File: src/rtl/deser400_pkg.sv
// deser400_pkg: shared register map, calibration FSM states and helpers.
//   REG_*    : register bank addresses seen on the calibration bus
//   state_e  : calibration sequencer states
//   onehot4  : channel index to one-hot channel select
package deser400_pkg;
  localparam logic [3:0] REG_ENABLE = 4'd1;
  localparam logic [3:0] REG_PDPER  = 4'd2;
  localparam logic [3:0] REG_PHEN   = 4'd3;
  localparam logic [3:0] REG_PHWR   = 4'd4;
  localparam logic [3:0] REG_XORSUM = 4'd5;
  localparam logic [3:0] REG_PHSEL  = 4'd6;
  typedef enum logic [3:0] {
    S_IDLE, S_WR_PHEN, S_SETTLE, S_RD_PHSEL, S_RD_XOR, S_EVAL,
    S_WAIT_TRIG, S_LOCK_CH, S_WR_PHDIS, S_WR_EN, S_DONE
  } state_e;
  function automatic logic [3:0] onehot4(input logic [1:0] k);
    return 4'b0001 << k;
  endfunction
endpackage

File: src/rtl/deser400_cal_lane.sv
// deser400_cal_lane: per-channel phase stability tracker.
//   clk, reset : clock, asynchronous active-low reset
//   clr        : start of a new sequence, clears all lane state
//   upd        : evaluate the current sample for this channel
//   nibble     : this channel's phsel sample
//   locked     : registered lock flag
//   lock_nxt   : lock flag as it will be after this cycle
module deser400_cal_lane #(
  parameter int STABLE = 3
) (
  input  logic       clk,
  input  logic       reset,
  input  logic       clr,
  input  logic       upd,
  input  logic [3:0] nibble,
  output logic       locked,
  output logic       lock_nxt
);
  localparam logic [2:0] STB = 3'(STABLE);
  logic [3:0] prev_q, prev_d;
  logic [2:0] cnt_q, cnt_d;
  logic       locked_q, locked_d, run;
  // a zero count marks "no sample yet", so the first sample always restarts at 1
  always_comb begin
    run      = upd & ~locked_q;
    prev_d   = clr ? 4'd0 : run ? nibble : prev_q;
    cnt_d    = clr ? 3'd0 : !run ? cnt_q :
               (cnt_q == 3'd0 || nibble != prev_q) ? 3'd1 :
               (cnt_q == STB) ? STB : cnt_q + 3'd1;
    locked_d = ~clr & (locked_q | (run & (cnt_d == STB)));
  end
  always_ff @(posedge clk or negedge reset) begin
    if (!reset) begin
      prev_q   <= '0;
      cnt_q    <= '0;
      locked_q <= 1'b0;
    end else begin
      prev_q   <= prev_d;
      cnt_q    <= cnt_d;
      locked_q <= locked_d;
    end
  end
  assign locked   = locked_q;
  assign lock_nxt = locked_d;
endmodule

File: src/rtl/deser400_cal.sv
// deser400_cal: phase calibration sequencer driving the deserializer register bank.
//   clk, reset            : clock, asynchronous active-low reset
//   start, chan_mask      : calibration request and channels to calibrate
//   pd_trig               : phase detector trigger pulse
//   read, write, address,
//   writedata, readdata   : single-cycle register bus
//   busy, done            : sequence status, one-cycle completion pulse
//   locked, timeout_err   : per-channel lock result, timeout flag
//   phsel_out, xorsum_out : last phsel / xorsum values read
module deser400_cal
  import deser400_pkg::*;
#(
  parameter int SETTLE  = 4,
  parameter int STABLE  = 3,
  parameter int TIMEOUT = 64
) (
  input  logic        clk,
  input  logic        reset,
  input  logic        start,
  input  logic [3:0]  chan_mask,
  input  logic        pd_trig,
  output logic        read,
  output logic        write,
  output logic [3:0]  address,
  output logic [31:0] writedata,
  input  logic [31:0] readdata,
  output logic        busy,
  output logic        done,
  output logic [3:0]  locked,
  output logic        timeout_err,
  output logic [15:0] phsel_out,
  output logic [31:0] xorsum_out
);
  localparam int MX = SETTLE > TIMEOUT ? SETTLE : TIMEOUT;
  localparam int CW = $clog2(MX + 1);
  localparam logic [CW-1:0] SET_C = CW'(SETTLE);
  localparam logic [CW-1:0] TO_C  = CW'(TIMEOUT);
  localparam logic [CW-1:0] ONE   = CW'(1);
  state_e        state_q, state_d;
  logic [3:0]    mask_q, mask_d, lock_nxt, upd_v;
  logic [CW-1:0] cnt_q, cnt_d, cnt_inc;
  logic [1:0]    idx_q, idx_d;
  logic [15:0]   phsel_q, phsel_d;
  logic [31:0]   xorsum_q, xorsum_d, writedata_q, writedata_d;
  logic [3:0]    address_q, address_d;
  logic          read_q, read_d, write_q, write_d, busy_q, busy_d, done_q, done_d;
  logic          terr_q, terr_d, clr, upd, wr_lock;
  assign cnt_inc = cnt_q + ONE;
  assign upd_v   = {4{upd}} & mask_q;
  genvar i;
  for (i = 0; i < 4; i++) begin : g_lane
    deser400_cal_lane #(.STABLE(STABLE)) u_lane (
      .clk(clk), .reset(reset), .clr(clr), .upd(upd_v[i]),
      .nibble(phsel_q[4*i +: 4]), .locked(locked[i]), .lock_nxt(lock_nxt[i])
    );
  end
  always_comb begin
    state_d  = state_q;
    mask_d   = mask_q;
    cnt_d    = cnt_q;
    idx_d    = idx_q;
    phsel_d  = phsel_q;
    xorsum_d = xorsum_q;
    busy_d   = busy_q;
    done_d   = 1'b0;
    terr_d   = terr_q;
    clr      = 1'b0;
    upd      = 1'b0;
    unique case (state_q)
      // the done cycle is already IDLE, so a start coinciding with done is masked here
      S_IDLE: if (start && !done_q) begin
        clr     = 1'b1;
        mask_d  = chan_mask;
        terr_d  = 1'b0;
        busy_d  = 1'b1;
        state_d = chan_mask == 4'd0 ? S_DONE : S_WR_PHEN;
      end
      S_WR_PHEN: begin
        cnt_d   = '0;
        state_d = SETTLE == 0 ? S_RD_PHSEL : S_SETTLE;
      end
      // the counter is reused: cleared after settling, then counts timeout triggers
      S_SETTLE: if (pd_trig) begin
        cnt_d   = cnt_inc == SET_C ? '0 : cnt_inc;
        state_d = cnt_inc == SET_C ? S_RD_PHSEL : S_SETTLE;
      end
      S_RD_PHSEL: begin
        phsel_d = readdata[15:0];
        state_d = S_RD_XOR;
      end
      S_RD_XOR: begin
        xorsum_d = readdata;
        state_d  = S_EVAL;
      end
      S_EVAL: begin
        upd     = 1'b1;
        idx_d   = 2'd0;
        state_d = (lock_nxt & mask_q) == mask_q ? S_LOCK_CH : S_WAIT_TRIG;
      end
      S_WAIT_TRIG: if (pd_trig) begin
        cnt_d   = cnt_q == TO_C ? TO_C : cnt_inc;
        terr_d  = cnt_inc == TO_C;
        state_d = cnt_inc == TO_C ? S_LOCK_CH : S_RD_PHSEL;
      end
      S_LOCK_CH: begin
        idx_d   = idx_q + 2'd1;
        state_d = idx_q == 2'd3 ? S_WR_PHDIS : S_LOCK_CH;
      end
      S_WR_PHDIS: state_d = S_WR_EN;
      S_WR_EN:    state_d = S_DONE;
      S_DONE: begin
        done_d  = 1'b1;
        busy_d  = 1'b0;
        state_d = S_IDLE;
      end
      default: state_d = S_IDLE;
    endcase
    // bus strobes are registered from the next state so they line up with that state's cycle
    wr_lock     = state_d == S_LOCK_CH && lock_nxt[idx_d];
    read_d      = state_d == S_RD_PHSEL || state_d == S_RD_XOR;
    write_d     = wr_lock || state_d == S_WR_PHEN || state_d == S_WR_PHDIS || state_d == S_WR_EN;
    address_d   = state_d == S_RD_PHSEL ? REG_PHSEL :
                  state_d == S_RD_XOR ? REG_XORSUM :
                  (state_d == S_WR_PHEN || state_d == S_WR_PHDIS) ? REG_PHEN :
                  state_d == S_WR_EN ? REG_ENABLE :
                  wr_lock ? REG_PHWR : 4'd0;
    writedata_d = state_d == S_WR_PHEN ? {28'd0, mask_d} :
                  state_d == S_WR_EN ? {28'd0, lock_nxt} :
                  wr_lock ? {24'd0, onehot4(idx_d), phsel_d[{idx_d, 2'b00} +: 4]} : 32'd0;
  end
  always_ff @(posedge clk or negedge reset) begin
    if (!reset) begin
      state_q     <= S_IDLE;
      mask_q      <= '0;
      cnt_q       <= '0;
      idx_q       <= '0;
      phsel_q     <= '0;
      xorsum_q    <= '0;
      read_q      <= 1'b0;
      write_q     <= 1'b0;
      address_q   <= '0;
      writedata_q <= '0;
      busy_q      <= 1'b0;
      done_q      <= 1'b0;
      terr_q      <= 1'b0;
    end else begin
      state_q     <= state_d;
      mask_q      <= mask_d;
      cnt_q       <= cnt_d;
      idx_q       <= idx_d;
      phsel_q     <= phsel_d;
      xorsum_q    <= xorsum_d;
      read_q      <= read_d;
      write_q     <= write_d;
      address_q   <= address_d;
      writedata_q <= writedata_d;
      busy_q      <= busy_d;
      done_q      <= done_d;
      terr_q      <= terr_d;
    end
  end
  assign read        = read_q;
  assign write       = write_q;
  assign address     = address_q;
  assign writedata   = writedata_q;
  assign busy        = busy_q;
  assign done        = done_q;
  assign timeout_err = terr_q;
  assign phsel_out   = phsel_q;
  assign xorsum_out  = xorsum_q;
endmodule

File: config.mk
export PLATFORM = sky130hd
export DESIGN_NAME = deser400_cal
export DESIGN_NICKNAME = d
export VERILOG_FILES = /design/src/rtl/deser400_pkg.sv /design/src/rtl/deser400_cal_lane.sv /design/src/rtl/deser400_cal.sv
export SDC_FILE = /design/constraint.sdc
export NUM_CORES = 1
export LEC_CHECK = 0
export BUFFER_PORTS_ARGS = -buffer_cell sky130_fd_sc_hd__buf_2
export CAP_MARGIN = 20
export CORE_MARGIN = 2
export CORE_UTILIZATION = 57
export DETAILED_ROUTE_END_ITERATION = 8
export HOLD_SLACK_MARGIN = 0.12
export PLACE_DENSITY_LB_ADDON = 0.15
export SLEW_MARGIN = 20
export SYNTH_ARGS = -nofsm -noshare
export SYNTH_HDL_FRONTEND = slang
export SYNTH_SLANG_ARGS = --single-unit
File: constraint.sdc
create_clock -name clk -period 5.1 [get_ports clk]
set_input_delay 0 -clock clk [delete_from_list [all_inputs] [get_ports clk]]
set_output_delay 0 -clock clk [all_outputs]
set_load 0.01 [all_outputs]
Word-level counts from Yosys, hierarchy flattened
Index checks and enable logic that the tools add are counted.
{"block": "word_totals", "reg_bits": 113, "in_bits": 40, "word_cells": 182}
{"block": "classes", "addsub": 6, "n_lt_le_gt_ge": 1, "n_eq_ne": 36, "shifts": 2, "n_mux": 61, "n_bitwise": 23, "reduce_logical": 28}
{"operator": "$mux 3", "n": 22}
{"operator": "$mux 4", "n": 15}
{"operator": "$pmux 4 s10", "n": 1}
{"operator": "$mux 7", "n": 4}
{"operator": "$eq 3x2->1 const B", "n": 8}
{"operator": "$eq 4x3->1 const B", "n": 6}
{"operator": "$mux 8", "n": 3}
{"operator": "$pmux 7 s3", "n": 1}
{"operator": "$eq 4x4->1 const B", "n": 5}
{"operator": "$mux 16", "n": 1}
{"operator": "$ne 4x4->1", "n": 4}
{"operator": "$shiftx 16x5->4", "n": 1}
{"operator": "$eq 7x7->1 const B", "n": 2}
{"operator": "$add 3x1->3 const B", "n": 4}
{"operator": "$and 1x1->1", "n": 12}
{"operator": "$eq 4x2->1 const B", "n": 3}
{"operator": "$logic_not 3->1", "n": 4}
{"operator": "$reduce_bool 2->1", "n": 6}
{"operator": "$mux 1", "n": 10}
{"operator": "$logic_or 1x1->1", "n": 9}
{"operator": "$and 4x4->4", "n": 2}
{"operator": "$eq 4x1->1 const B", "n": 2}
{"operator": "$logic_not 4->1", "n": 2}
{"operator": "$add 7x1->7 const B", "n": 1}
{"operator": "17 further kinds", "n": 29}

Depth between registers and ports, before layout
Gate-level depths: netlist of run 1.
{"block": "depth", "ltp_word": 21, "depth_mapped": 9, "mapped_depth_nobuf": 9}

By module
Synthesis of run 1 repeated with hierarchy kept, for this count alone.
{"block": "unflattened", "cells_unflattened": 482, "hier_area_um2": 5699.2}
{"mod": "deser400_cal", "n_inst": 1, "cells_per_inst": 326, "area_per_inst_um2": 3857.4, "seq_area_each_um2": 2026.9}
{"mod": "deser400_cal_lane", "n_inst": 4, "cells_per_inst": 39, "area_per_inst_um2": 460.4, "seq_area_each_um2": 200.2}

Least setup slack after synthesis of run 1
No wires, ideal clock.
{"block": "synth_path", "path_type": "reg2reg", "start": "register state_q[3]", "end": "register address_q[2] (netlist: address[2])", "setup_time_ns": 0.148, "arrival_time_ns": 2.012, "setup_slack_ns": 2.940, "stages_incl_launch_ff": 9, "path_buffers": 1, "period_less_slack_ns": 2.160, "cell_sequence": "dfrtp_1 > or4b_4 > or2_0 > clkbuf_1 > a32o_1 > o22ai_2 > o211ai_2 > nand4_4 > o311ai_1"}
{"block": "synth_via", "elab_chain_len": 21, "word_cells_on_any_way": 65, "classes_between": "20 x eq/ne; 23 x mux; 19 x bitwise; 3 x reduce/logical"}
{"element": "start, declared", "line": "deser400_cal.sv:39", "rtl": "state_e state_q, state_d;"}
{"element": "start signal, assigned", "line": "deser400_cal.sv:147", "rtl": "state_q <= state_d;"}
{"element": "$eq 4x3->1", "line": "deser400_cal.sv:69", "rtl": "unique case (state_q)"}
{"element": "$mux 1", "line": "deser400_cal.sv:69"}
{"element": "$and 4x4->4", "line": "deser400_cal.sv:49", "rtl": "assign upd_v = {4{upd}} & mask_q;"}
{"element": "$and 1x1->1", "line": "deser400_cal_lane.sv:25", "rtl": "run = upd & ~locked_q;"}
{"element": "$mux 3 (2 in a row)", "line": "deser400_cal_lane.sv:27", "rtl": "cnt_d = clr ? 3'd0 : !run ? cnt_q :"}
{"element": "$eq 3x2->1", "line": "deser400_cal_lane.sv:30", "rtl": "locked_d = ~clr & (locked_q | (run & (cnt_d == STB)));"}
{"element": "$and 1x1->1", "line": "deser400_cal_lane.sv:30"}
{"element": "$or 1x1->1", "line": "deser400_cal_lane.sv:30"}
{"element": "(+1 left out)"}
{"element": "net g_lane[1].u_lane.lock_nxt", "line": "deser400_cal_lane.sv:17", "rtl": "output logic lock_nxt"}
{"element": "(+4 left out)"}
{"element": "net state_d[0]", "line": "deser400_cal.sv:39"}
{"element": "$eq 4x3->1", "line": "deser400_cal.sv:119", "rtl": "wr_lock = state_d == S_LOCK_CH && lock_nxt[idx_d];"}
{"element": "$logic_and 1x1->1", "line": "deser400_cal.sv:119"}
{"element": "$mux 3", "line": "deser400_cal.sv:126", "rtl": "wr_lock ? REG_PHWR : 4'd0;"}
{"element": "$mux 3", "line": "deser400_cal.sv:125", "rtl": "state_d == S_WR_EN ? REG_ENABLE :"}
{"element": "$mux 3", "line": "deser400_cal.sv:124", "rtl": "(state_d == S_WR_PHEN || state_d == S_WR_PHDIS) ? REG_PHEN :"}
{"element": "$mux 3", "line": "deser400_cal.sv:123", "rtl": "state_d == S_RD_XOR ? REG_XORSUM :"}
{"element": "$mux 3 (*)", "line": "deser400_cal.sv:122", "rtl": "address_d = state_d == S_RD_PHSEL ? REG_PHSEL :"}
{"element": "net address_d[2]", "line": "deser400_cal.sv:45", "rtl": "logic [3:0] address_q, address_d;"}
{"element": "end signal, assigned", "line": "deser400_cal.sv:155", "rtl": "address_q <= address_d;"}
{"element": "end, declared", "line": "deser400_cal.sv:45"}
The timed path passes the listed nets; every way through them passes the cells marked *. The select of a mux whose other input is x is not followed.
A chain may end at the register's enable or synchronous reset.

Worst setup path after layout of run 1
{"block": "layout_path", "start": "register state_q[3]", "end": "register address_q[2] (netlist: address[2])"}
{"block": "layout_via", "elab_chain_len": 21, "word_cells_on_any_way": 65, "classes_between": "20 x eq/ne; 23 x mux; 19 x bitwise; 3 x reduce/logical"}
{"element": "$eq 4x3->1", "line": "deser400_cal.sv:69"}
{"element": "$mux 1", "line": "deser400_cal.sv:69"}
{"element": "$and 4x4->4", "line": "deser400_cal.sv:49"}
{"element": "$and 1x1->1", "line": "deser400_cal_lane.sv:25"}
{"element": "$mux 3 (2 in a row)", "line": "deser400_cal_lane.sv:27"}
{"element": "$eq 3x2->1", "line": "deser400_cal_lane.sv:30"}
{"element": "$and 1x1->1", "line": "deser400_cal_lane.sv:30"}
{"element": "$or 1x1->1", "line": "deser400_cal_lane.sv:30"}
{"element": "(+5 left out)"}
{"element": "$eq 4x3->1", "line": "deser400_cal.sv:119"}
{"element": "$logic_and 1x1->1", "line": "deser400_cal.sv:119"}
{"element": "$mux 3", "line": "deser400_cal.sv:126"}
{"element": "$mux 3", "line": "deser400_cal.sv:125"}
{"element": "$mux 3", "line": "deser400_cal.sv:124"}
{"element": "$mux 3", "line": "deser400_cal.sv:123"}
{"element": "$mux 3 (*)", "line": "deser400_cal.sv:122"}
{"element": "net address_d[2]", "line": "deser400_cal.sv:45"}
Marks and branches as above.

==> results of run 1 <==
final cells by class:
cell class	count	area (um2)
fill	688	2580
sequential	113	2830
clock buffer	20	435
inverter	13	48.8
clock inverter	11	114
tap	133	166
timing repair buffer	151	966
antenna	1	2.50
multi-input combinational	374	2500
how the worst max path moves through the flow:
stage                     startpoint         end  slack (ns)
after global routing      state_q[3]  address[2]        1.87
after global placement    state_q[3]  address[2]        2.29
after floorplan           state_q[3]  address[2]        2.94
final                     state_q[3]  address[2]        2.13
after detailed placement  state_q[3]  address[2]        2.20
after CTS                 state_q[3]  address[2]        2.17
sequential cells by signal (all words and copies together), names as in the netlist:
name                  cells
address                   3
busy                      1
cnt_q                     7
done                      1
g_lane.u_lane.cnt_q      12
g_lane.u_lane.locked      4
g_lane.u_lane.prev_q     16
idx_q                     2
mask_q                    4
phsel_out                16
read                      1
state_q                   4
timeout_err               1
write                     1
writedata                 8
xorsum_out               32
routing by layer:
layer | GRT usage [%] | routed length [um] | up-vias
met5 | 0 | 0 | -
met4 | 8.81 | 133 | 0
met3 | 7.80 | 846 | 11
met2 | 44.6 | 6880 | 144
met1 | 37.3 | 5960 | 2250
li1 | - | - | 2087
cell usage after synthesis (all sizes together), types with 12 or more instances:
cell type  instances  area [um2]
dfrtp            113        2830
inv               13        48.8
buf               33         236
clkbuf            12        45.0
mux2              40         450
xnor2             13         114
nand2             68         255
nor2              40         150
o21ai             25         125
nand2b            16         100
nor2b             12        75.1
a22o              18         158
cell families (layout without fill, tap and decap cells):
group	Yosys count	after routing
compound gates	94	94
xor+xnor	17	17
fa+ha+maj	11	11
buf+inv	58	195
flops	113	113
mux	43	43
other cells	1	26
simple gates	184	184
power by group through the flow:
stage | Combinational, mW | Sequential, mW | Clock (mW)
6_report | 1.59 | 1.50 | 1.11
2_1_floorplan | 1.01 | 1.52 | 0
3_3_place_gp | 1.50 | 1.49 | 0
4_1_cts | 1.58 | 1.49 | 1.12
5_1_grt | 1.74 | 1.55 | 1.16
3_5_place_dp | 1.55 | 1.49 | 0
through the flow:
stage	total power, mW	hold WS [ns]
2_1_floorplan	2.53	-0.296
3_3_place_gp	2.99	0.159
3_5_place_dp	3.04	0.164
4_1_cts	4.20	0.163
5_1_grt	4.45	0.224
6_report	4.19	0.128
worst max-delay path, cell delays in order (launching register included):
cell,delay (ns)
dfrtp_1,0.66
nand3b_1,0.25
mux2i_2,0.54
inv_1,0.38
and3_1,0.29
a311oi_1,0.20
o22ai_1,0.17
nand4_4,0.20
o311ai_1,0.13
timing repair:
action / 4_1_cts / 5_1_grt
gates resized for setup: 0 / 0
buffers inserted: 0 / 0
hold buffers: 39 / 0
hold endpoints to repair: 138 / 0
==> results list, run 1 <==
- For this run, the detailed router's first-pass iteration total came to 5.
- Of the total power, the share spent switching nets is 37.1%.
- Final Util: between 70% and 80%
* Total of buffers placed on input and output ports: approximately 110
* P_sw: about 1.6 mW
- ANT nets after route: 0
* Headroom to the max-slew limit: approximately 36%
* Endpoint type of the worst setup path: flip-flop
- The longest clock path from root to sink contains 2 buffers.
- Layout overhead on the synthesized area: 26.9%
- Cell Count Post-Placement: ~750
- In this run the critical register-to-register path is launched from state_q[3].
* Clock insertion delay at the later pin of the skew report: between 0.5 and 0.6 ns
- Slew @ Worst Pin: between 0.9 and 1 ns
- Final period utilization: between 50% and 60%
- In the synthesized netlist the async set-or-reset flop fraction comes to between 90% and 100%.
* Top-level I/O count: 133
* Post-CTS clock slew at the launch and capture registers of the worst setup and hold paths: 0.06 ns
* Number of H-tree branching levels: 4
- Prevailing post-synth register cell: dfrtp_1
- Dominant combinational cell family by area after synthesis: simple AND/OR/NAND/NOR gates
- Commonest cells after routing, fill and taps aside: dfrtp_1 (113), buf_2 (106), nand2_1 (68), mux2_2 (40)
- Initial Util: between 50% and 60%
- The count of cells in the finished layout, fillers not included, comes to 816.
- Of the cells placed in the final design, the portion with a size suffix greater than 1 is 29.2%.
- Of the total synthesized cell area, the portion taken by XOR and XNOR cells is approximately 2.7%.
- Worst setup path category: reg -> reg
- Clock share of power: 26.4%
* Final setup violation count: 0
- Compound-Gate Fraction of Synth Area: 12.7%
- Using the TritonRoute via totals, the vias-per-cell ratio works out to 5.50.
* Adder-Cell Fraction of Synth Area: between 2 and 2.5%
- Largest vdd supply drop: 0.364 mV
- Least setup slack across all paths after layout: approximately 2.1 ns
- Max-cap violations in this run came to 0.
- Internal power comes to approximately 2.6 mW.
- At the end of routability-driven placement, the weighted congestion stood at roughly 0.86.
- The synthesized design contains 113 register bits.
- In this run the power density over the cells is approximately 590 nW/um2.
* Worst slack at placement: ~2.2 ns
- First-pass GRT wire length: roughly 22 mm
- Global-route congestion overflow total: 0
* Biggest fanout along the worst timing path: 16
- The die covers ~11000 um2.
- The initialized floorplan defines 36 standard-cell rows.
* Capture instance of the worst register-to-register path: address[2]
- Max-slew violation total from the final report: 0
* Sum of net half-perimeters after detailed placement: between 9 and 10 mm
- Minimum period implied by the final worst setup slack: ~3 ns
- Required time reported for the critical path endpoint: 5.46 ns
* Avg Inst Size Synth: 10.7 um2
- The initial antenna violation count came to 0.
* Routed Wire Length: ~14 mm
- STA puts the critical path data arrival time at 3.33 ns.
- All-Layer GR Usage: 27.9%
- Setup repair after global routing left no endpoint under its margin.
- Counting distinct cell types in the post-synthesis netlist gives 64.
- The via count of the first global-routing pass came to roughly 4500.
- Pin count of the biggest net entering global routing: between 60 and 70
* Min-delay worst type: in -> async
* Post-Synthesis Cell Area: 5570 um2
- Sum of negative setup slack: 0 ns
* Leakage: 3.35 nW
* Comb pwr share: around 38%
* Hold Vio Cnt, Final: 0
- The library cell used most frequently in the layout, excluding fill and tap cells, is dfrtp_1.
- The share of the Yosys chip area taken by registers is approximately half.
- Worst setup SP type: flip-flop
- Of the post-synthesis cell area, the part taken by muxes is under 10%.
* Num CTS Buffers: 17
- In this run, flip-flops and latches consume a little over a third of the power.
- The synthesized design contains 0 enable-type register cells.
* Core ar.: between 9000 and 10000 um2
* Total number of clock tree sinks: about 110
* Syn Inst Count: 521
- Routed via count: 4492
* Share of synthesized cell area in and, or, nand and nor gates: 16.7%
* Clock tree root driver cell: clkbuf_8
* Total number of nets in the final design: 721
- Timing would allow up to around 0.34 GHz.
- Horiz. Die Dim: between 100 and 150 um
- Cell area after placement: around 6100 um2
* Final setup skew: ~0.0074 ns
- From bottom edge to top edge, the die measures around 100 um.
- Slack of the worst reg-to-reg path: approximately 2.1 ns
- TritonCTS clock tree: yes
- After routing the design area is 7060 um2.
* Number of violations reported at the end of detailed-routing iteration 0: roughly 350
- Yosys printed 0 warnings.
- Drt drc: 0
* Depth of the most critical reg-to-reg path: 8
- Outcome: completed
- After detailed routing, the average wire length per cell comes to around 17 um.
Power figures use the tool's default switching activity.
==> inputs of run 2 (changes only) <==
--- a/config.mk
+++ b/config.mk
@@ -8,7 +8,7 @@
 export BUFFER_PORTS_ARGS = -buffer_cell sky130_fd_sc_hd__buf_2
 export CAP_MARGIN = 20
 export CORE_MARGIN = 2
-export CORE_UTILIZATION = 57
+export CORE_UTILIZATION = 49
 export DETAILED_ROUTE_END_ITERATION = 8
 export HOLD_SLACK_MARGIN = 0.12
 export PLACE_DENSITY_LB_ADDON = 0.15
==> constraint.sdc (replaced) <==
create_clock -name clk -period 2.68 [get_ports clk]
set_input_delay 0 -clock clk [delete_from_list [all_inputs] [get_ports clk]]
set_output_delay 0 -clock clk [all_outputs]
set_load 0.01 [all_outputs]
==> run 2 against run 1 <==
Worst setup slack got worse by 1.9 ns. Clock skew up 0.0075 ns. Global-route usage fell by 3.5 points. Core utilization is 7.2 points lower. Clock-buffer cell count decreased by 3. Register-to-register slack worse by 1.9 ns. Hold slack improved by 0.047 ns. Non-clock buffer count grew 16. Combinational power up 100%. Critical path depth down 1. Routed wire length rose by 3.1%. Maximum frequency up 19%. Critical endpoint unchanged.
==> results list, run 2 (synthesis results as in run 1) <==
- Initial Util: 50.7% (-7.1 points)
- Relative to the synthesized area, the layout overhead comes to 30.4%.
- Total power divided by cell area: 1150 nW/um2 (+94%)
* Minimum period implied by the final worst setup slack: 2.49 ns (-0.477 ns)
- Total number of clock tree sinks: 113 (unchanged)
- The clock insertion delay at the later pin of the skew report was 0.42 ns (-0.10 ns).
- The average via count per standard cell is 5.48 (-0.40%).
- Global-route congestion overflow total: 0 (unchanged)
- Min-delay worst type: in -> async
* Endpoint type of the worst setup path: flip-flop
* Number of violations reported at the end of detailed-routing iteration 0: 310 (-11%)
* Max-cap violations: 0 (unchanged)
* Worst setup SP type: flip-flop
* Vertical extent of the die: 111 um (+7.6%)
- Largest vdd supply drop: 0.626 mV (+72%)
- The remaining routing DRC violations came to 0 (unchanged).
* Total number of nets in the final design: 737 (+2.2%)
* Buffers from clock root to sink, at most: 2 (unchanged)
* Number of inserted diodes: 0 (-1)
- The routed wirelength normalized by instance count is 17.0 um (+0.25%).
- The total number of vias is 4600 (+2.4%).
- Num CTS Buffers: 17 (unchanged)
- The static power due to leakage is 3.46 nW (+3.2%).
* Number of detailed-route iterations in the first pass: 4 (-1)
- The flow ran to the end, and the final reports show no timing, DRC or antenna violations.
- Most common cell after layout, fill and taps aside: dfrtp_1
- Total of buffers placed on input and output ports: 107 (unchanged)
- Clock tree root driver cell: clkbuf_16
- Site row count: 38 (+5.6%)
- The final clock skew is 0.0149 ns (+0.00747 ns).
- The maximum frequency from static timing analysis came to 0.401 GHz (+19%).
- The relative max-transition margin is 52.8% (+17 points).
* ANT nets after route: 0 (unchanged)
- The required time at the worst-slack endpoint came to 2.94 ns (-2.52 ns).
* Arr. time, crit path: 2.75 ns (-0.58 ns)
* Horiz. Die Dim: 111 um (+7.6%)
- Post-route total power: 8.35 mW (+99%)
* Commonest cells after routing, fill and taps aside: dfrtp_1 (113), buf_2 (106), nand2_1 (68), mux2_2 (40)
- The placed wire-length estimate after detailed placement is 9.81 mm (+6.7%).
* Antenna violations before repair: 0 (unchanged)
* Crit path from: state_q[3]
* Hold Vio Cnt, Final: 0 (unchanged)
* Fraction of final layout cells sized beyond drive strength 1: 31.2% (+2.0 points)
* Depth of the most critical reg-to-reg path: 7 (-1)
- The maximum fanout along the worst path came to 10 (-6).
- Top-level I/O count: 133 (unchanged)
- The total track usage is 24.4% (-3.5 points).
- Routed Wire Length: 14.2 mm (+3.1%)
- The period utilization is 93.1% (+35 points).
* Full die area: 12200 um2 (+16%)
* RSZ-0062 raised after global routing: false
* Number of H-tree branching levels: 4 (unchanged)
- Setup bufs post-CTS: 0 (unchanged)
- Pin count of the biggest net entering global routing: 61 (-12%)
- First-pass GRT wire length: 23.6 mm (+6.1%)
* Slew @ Worst Pin: 0.707 ns (-0.227 ns)
* Sum of negative setup slack: 0 ns (unchanged)
* Start of the worst register-to-register path: state_q[3]
* TritonCTS clock tree: yes
* Post-CTS clock slew at the launch and capture registers of the worst setup and hold paths: 0.06 ns (about the same)
- Number of flip-flops in the largest register: 32 (unchanged)
* Final setup violation count: 0 (unchanged)
- Last weighted congestion value of the routability-driven placer: 0.890 (+3.6%)
* Total of fill cells in the finished design: 846 (+23%)
- The worst setup path is of the reg -> reg kind.
- The placeable core region is 11000 um2 (+14%).
- Number of global-route vias before repair: 4660 (+2.9%)
* Max-slew violation total from the final report: 0 (unchanged)
## run 2: path summary, 6_finish.rpt
path	end	slack (ns)
min in group clk	xorsum_out[29]	0.34
worst max-delay path	address[2]	0.19
max in group asynchronous	xorsum_out[23]	1.76
worst min-delay path	g_lane[3].u_lane.cnt_q[1]	0.18
worst min register to register	xorsum_out[31]	0.50
worst max register to register	address[2]	0.19
## run 2: stage by stage
step / std cells / hold WS, ns / utilization (%) / instance area, um2 / setup WS, ns
after floorplan: 545 / -0.296 / - / 5660 / 0.520
after global placement: 768 / 0.0895 / 57.0 / 6260 / 0.347
after detailed placement: 768 / 0.0991 / 57.0 / 6260 / 0.205
after CTS: 839 / 0.192 / 66.1 / 7260 / 0.199
after global routing: 839 / 0.225 / 66.1 / 7260 / 0.0116
final: 839 / 0.175 / 66.1 / 7260 / 0.186
## run 2: final cells by class
type	count	area, um2	area share, %
clock inverters	15	180	2.48
clock buffers	17	425	5.86
well taps	140	175	2.41
repair buffers	167	1100	15.1
inverters	13	48.8	0.672
multi-input cells	374	2500	34.5
flip-flops and latches	113	2830	39.0
## run 2: per-layer routing
layer  global-route usage (%)  part of all wire (%)  up-vias
met5                        0                     0        -
met4                     11.9                   2.2        0
met3                     6.42                   6.6       31
met2                     37.0                    48      169
met1                     32.6                    43     2281
li1                         -                     -     2119
## run 2: power by group
part | switching [mW] | internal [mW]
logic | 1.75 | 1.49
clock network | 0.843 | 1.47
registers | 0.497 | 2.31
## run 2: worst max-delay path: stages, from the launching register on
cell,delay [ns]
dfrtp_1,0.44
or4b_4,0.57
or2_0,0.34
and3_1,0.23
a311oi_1,0.26
o22ai_1,0.17
nand4_4,0.20
o311ai_1,0.13
## run 2: what timing repair did
action | in CTS | in global routing
endpoints found under the setup margin | 0 | 8
endpoints found under the hold margin | 115 | 0
gates resized for setup | 0 | 1
hold buffers | 39 | 0
==> inputs of run 3 (changes only) <==
--- a/config.mk
+++ b/config.mk
@@ -7,8 +7,10 @@
 export LEC_CHECK = 0
 export BUFFER_PORTS_ARGS = -buffer_cell sky130_fd_sc_hd__buf_2
 export CAP_MARGIN = 20
+export CELL_PAD_IN_SITES_DETAIL_PLACEMENT = 1
+export CELL_PAD_IN_SITES_GLOBAL_PLACEMENT = 2
 export CORE_MARGIN = 2
-export CORE_UTILIZATION = 49
+export CORE_UTILIZATION = 30
 export DETAILED_ROUTE_END_ITERATION = 8
 export HOLD_SLACK_MARGIN = 0.12
 export PLACE_DENSITY_LB_ADDON = 0.15
==> run 3 against run 2 <==
Clock skew decreased by 0.0070 ns. Clock power shrank 4%. Critical endpoint unchanged. First-iteration DRC count shrank 45%. Worst setup slack worse by 0.026 ns. Largest power group unchanged. Combinational power is 6.8% higher. Power is 0.97% higher. Core utilization is 25 points lower.
==> results list, run 3 (synthesis results as in run 1) <==
- The flow ran to the end, and the final reports show no timing, DRC or antenna violations.
- ANT nets after route: 0 (unchanged)
* Minimum period implied by the final worst setup slack: 2.52 ns (+0.0262 ns)
- The internal power of the cells is 5.28 mW (+0.28%).
- The maximum fanout along the worst path is 10 (unchanged).
- Full die area: 19700 um2 (+61%)
- Leakage: 3.47 nW (+0.38%)
- Horiz. Die Dim: 140 um (+27%)
* Footprint of the multi-input gates: 2510 um2 (+0.45%)
- TritonCTS clock tree: yes
* Layout overhead on the synthesized area: 32.9%
- Initial Util: 30.8% (-20 points)
- The longest individual stage delay on the worst path is 0.57 ns (about the same).
- The worst setup path is launched from a flip-flop.
- The fraction of power consumed by the clock network was 26.3% (-1.4 points).
- Routed Wire Length: 16.8 mm (+18%)
* Last weighted congestion value of the routability-driven placer: 0.807 (-9.3%)
- Grouping stages by cell kind, the critical path spends the most delay in simple AND/OR/NAND/NOR gates.
- The worst slack on hold paths is 0.163 ns (-0.0122 ns).
- The number of antenna repair diodes was 0 (unchanged).
- The placed wire-length estimate after detailed placement came to 12.2 mm (+25%).
* Buffer and inverter count on the worst path: 0 (unchanged)
* Cell Count Post-Placement: 863 (+12%)
- All-Layer GR Usage: 17.9% (-6.5 points)
- The total power divided by cell area came to 1140 nW/um2 (-0.93%).
* Top-level I/O count: 133 (unchanged)
* Endpoint type of the worst setup path: flip-flop
- The wire length of the first global-routing pass came to 27.0 mm (+15%).
- Leaving out fill and tap cells, the most frequent cell in the layout is dfrtp_1.
* Number of flip-flops in the largest register: 32 (unchanged)
* Core ar.: 18100 um2 (+65%)
- The largest net degree at the start of global routing was 50 (-18%).
- Max Clock Freq: 0.397 GHz (-1.0%)
- Drt drc: 0 (unchanged)
* Final setup violation count: 0 (unchanged)
- The slew at the pin with the worst max-slew slack was 0.719 ns (+0.0117 ns).
- Min-delay worst type: in -> reg
- Total of buffers placed on input and output ports: 107 (unchanged)
* Num CTS Buffers: 17 (unchanged)
- The relative max-transition margin came to 52.1% (-0.78 points).
- The maximum buffer depth of the clock tree was 2 (unchanged).
- Total number of nets in the final design: 742 (+0.68%)
- The required time at the worst-slack endpoint was 2.93 ns (about the same).
* Net Sw Frac: 37.4% (+0.43 points)
- The initial antenna violation count is 0 (unchanged).
- Worst setup path category: reg -> reg
- The final clock skew was 0.00790 ns (-0.00697 ns).
- In the layout the commonest cells are dfrtp_1 (113), buf_2 (106), nand2_1 (68), mux2_2 (40), nor2_1 (39).
- On the critical path, the stage with the largest delay is an instance of or4b_4.
- Final period utilization: 94.1% (+0.98 points)
- The total number of vias came to 4472 (-2.8%).
* Vertical extent of the die: 140 um (+27%)
* Number of global-route vias before repair: 4809 (+3.2%)
- The standard-cell row count is 49 (+29%).
- The number of filler cells placed in the layout was 2013 (+140%).
- Cell Count, Final, Fillers Out: 933 (+11%)
- The total grt overflow was 0 (unchanged).
- Traced cell by cell, the critical path runs through or4b_4 -> or2_0 -> and3_1 -> a311oi_1 -> o22ai_2 -> nand4_4 -> o311ai_1.
* Register cell area after layout: 2830 um2 (unchanged)
- Clock tree synthesis selected as its root buffer the cell clkbuf_16.
- Max-slew violation total from the final report: 0 (unchanged)
- The reported net switching power came to 3.16 mW (+2.1%).
- The clock insertion delay at the later pin of the skew report was 0.42 ns (about the same).
- Part of the total power dissipated in sequential elements: 32.8% (-0.8 points)
- The initial DRC count was 170 (-45%).
* Largest vdd supply drop: 0.587 mV (-6.1%)
- The final hold violation count came to 0 (unchanged).
- The share of final-layout standard cells stronger than drive strength 1 was 31.5% (+0.35 points).
- Number of detailed-route iterations in the first pass: 4 (unchanged)
- The arrival time reported for the critical path endpoint was 2.77 ns (+0.02 ns).
- Max-cap violations: 0 (unchanged)
- The routed wirelength normalized by instance count was 18.0 um (+6.1%).
- Total number of clock tree sinks: 113 (unchanged)
- Number of H-tree branching levels: 4 (unchanged)
- The clock-pin slew of the registers on the worst-case setup and hold paths came to 0.06 ns (about the same).
- The average via count per standard cell was 4.79 (-13%).
- Comb pwr share: 41.0% (+2.2 points)
-- run 3: cell types whose count changed in the layout (fill, tap and decap cells not counted), sizes merged --
cell and change:
buf +6, clkbuf +5, inv -4, bufinv -1, clkinv -1, clkinvlp +1
dlygate4sd3 -1
-- run 3: what timing repair did --
item / 4_1_cts / 5_1_grt
hold buffers: 38 / 0
hold endpoints to repair: 107 / 0
setup endpoints to repair: 0 / 4
gates resized for setup: 0 / 2
buffers inserted: 0 / 0
-- run 3: power groups by stage --
stage	combinational, mW	clock, mW	sequential [mW]
after floorplan	1.92	0	2.90
after global placement	3.35	0	2.76
after detailed placement	3.43	0	2.79
after CTS	3.49	2.28	2.77
after global routing	3.79	2.36	2.85
final	3.46	2.21	2.76
-- run 3: worst reg2reg max path: cells and delay by family (launching register included) --
family,cells,cell delay (ns)
DFF,1,0.42
and+or+nand+nor,4,1.36
AOI/OAI and AO/OA,3,0.57
-- run 3: through the flow --
stage                     setup slack (ns)  instance area (um2)  utilization, %  power (mW)  TNS (ns)
after CTS                            0.164                 7390            40.9        8.54         0
after global placement               0.323                 6430            35.6        6.11         0
after global routing              -0.00109                 7400            40.9        9.01  -0.00109
after floorplan                      0.520                 5660               -        4.81         0
after detailed placement             0.207                 6430            35.6        6.22         0
final                                0.159                 7400            40.9        8.43         0
-- run 3: worst paths after layout --
kind / start / end / slack [ns] / cells past startpoint
setup reg to reg: state_q[3] / address[2] / 0.16 / 7
hold / removal: start / g_lane[0].u_lane.locked / 0.16 / 4
min in group asynchronous: reset / g_lane[3].u_lane.prev_q[1] / 0.17 / 2
hold reg to reg: xorsum_out[11] / xorsum_out[11] / 0.50 / 1
setup / recovery: state_q[3] / address[2] / 0.16 / 7
max in group asynchronous: reset / cnt_q[1] / 1.75 / 3
-- run 3: layer usage --
layer  part of all wire, %  routed length [um]  track usage [%]  vias up
met4                   1.5                 248             5.95        0
met1                    47                7870             23.9     2231
li1                      -                   -                -     2132
met3                   4.6                 770             5.13       18
met5                     0                   0                0        -
met2                    47                7930             27.9       91
-- run 3: layout make-up --
type                    instances  area share (%)
repair buffers                172            15.5
flip-flops and latches        113            38.2
clock inverters                10            1.49
inverters                      13           0.660
well taps                     229            3.87
clock buffers                  22            6.28
multi-input cells             374            34.0
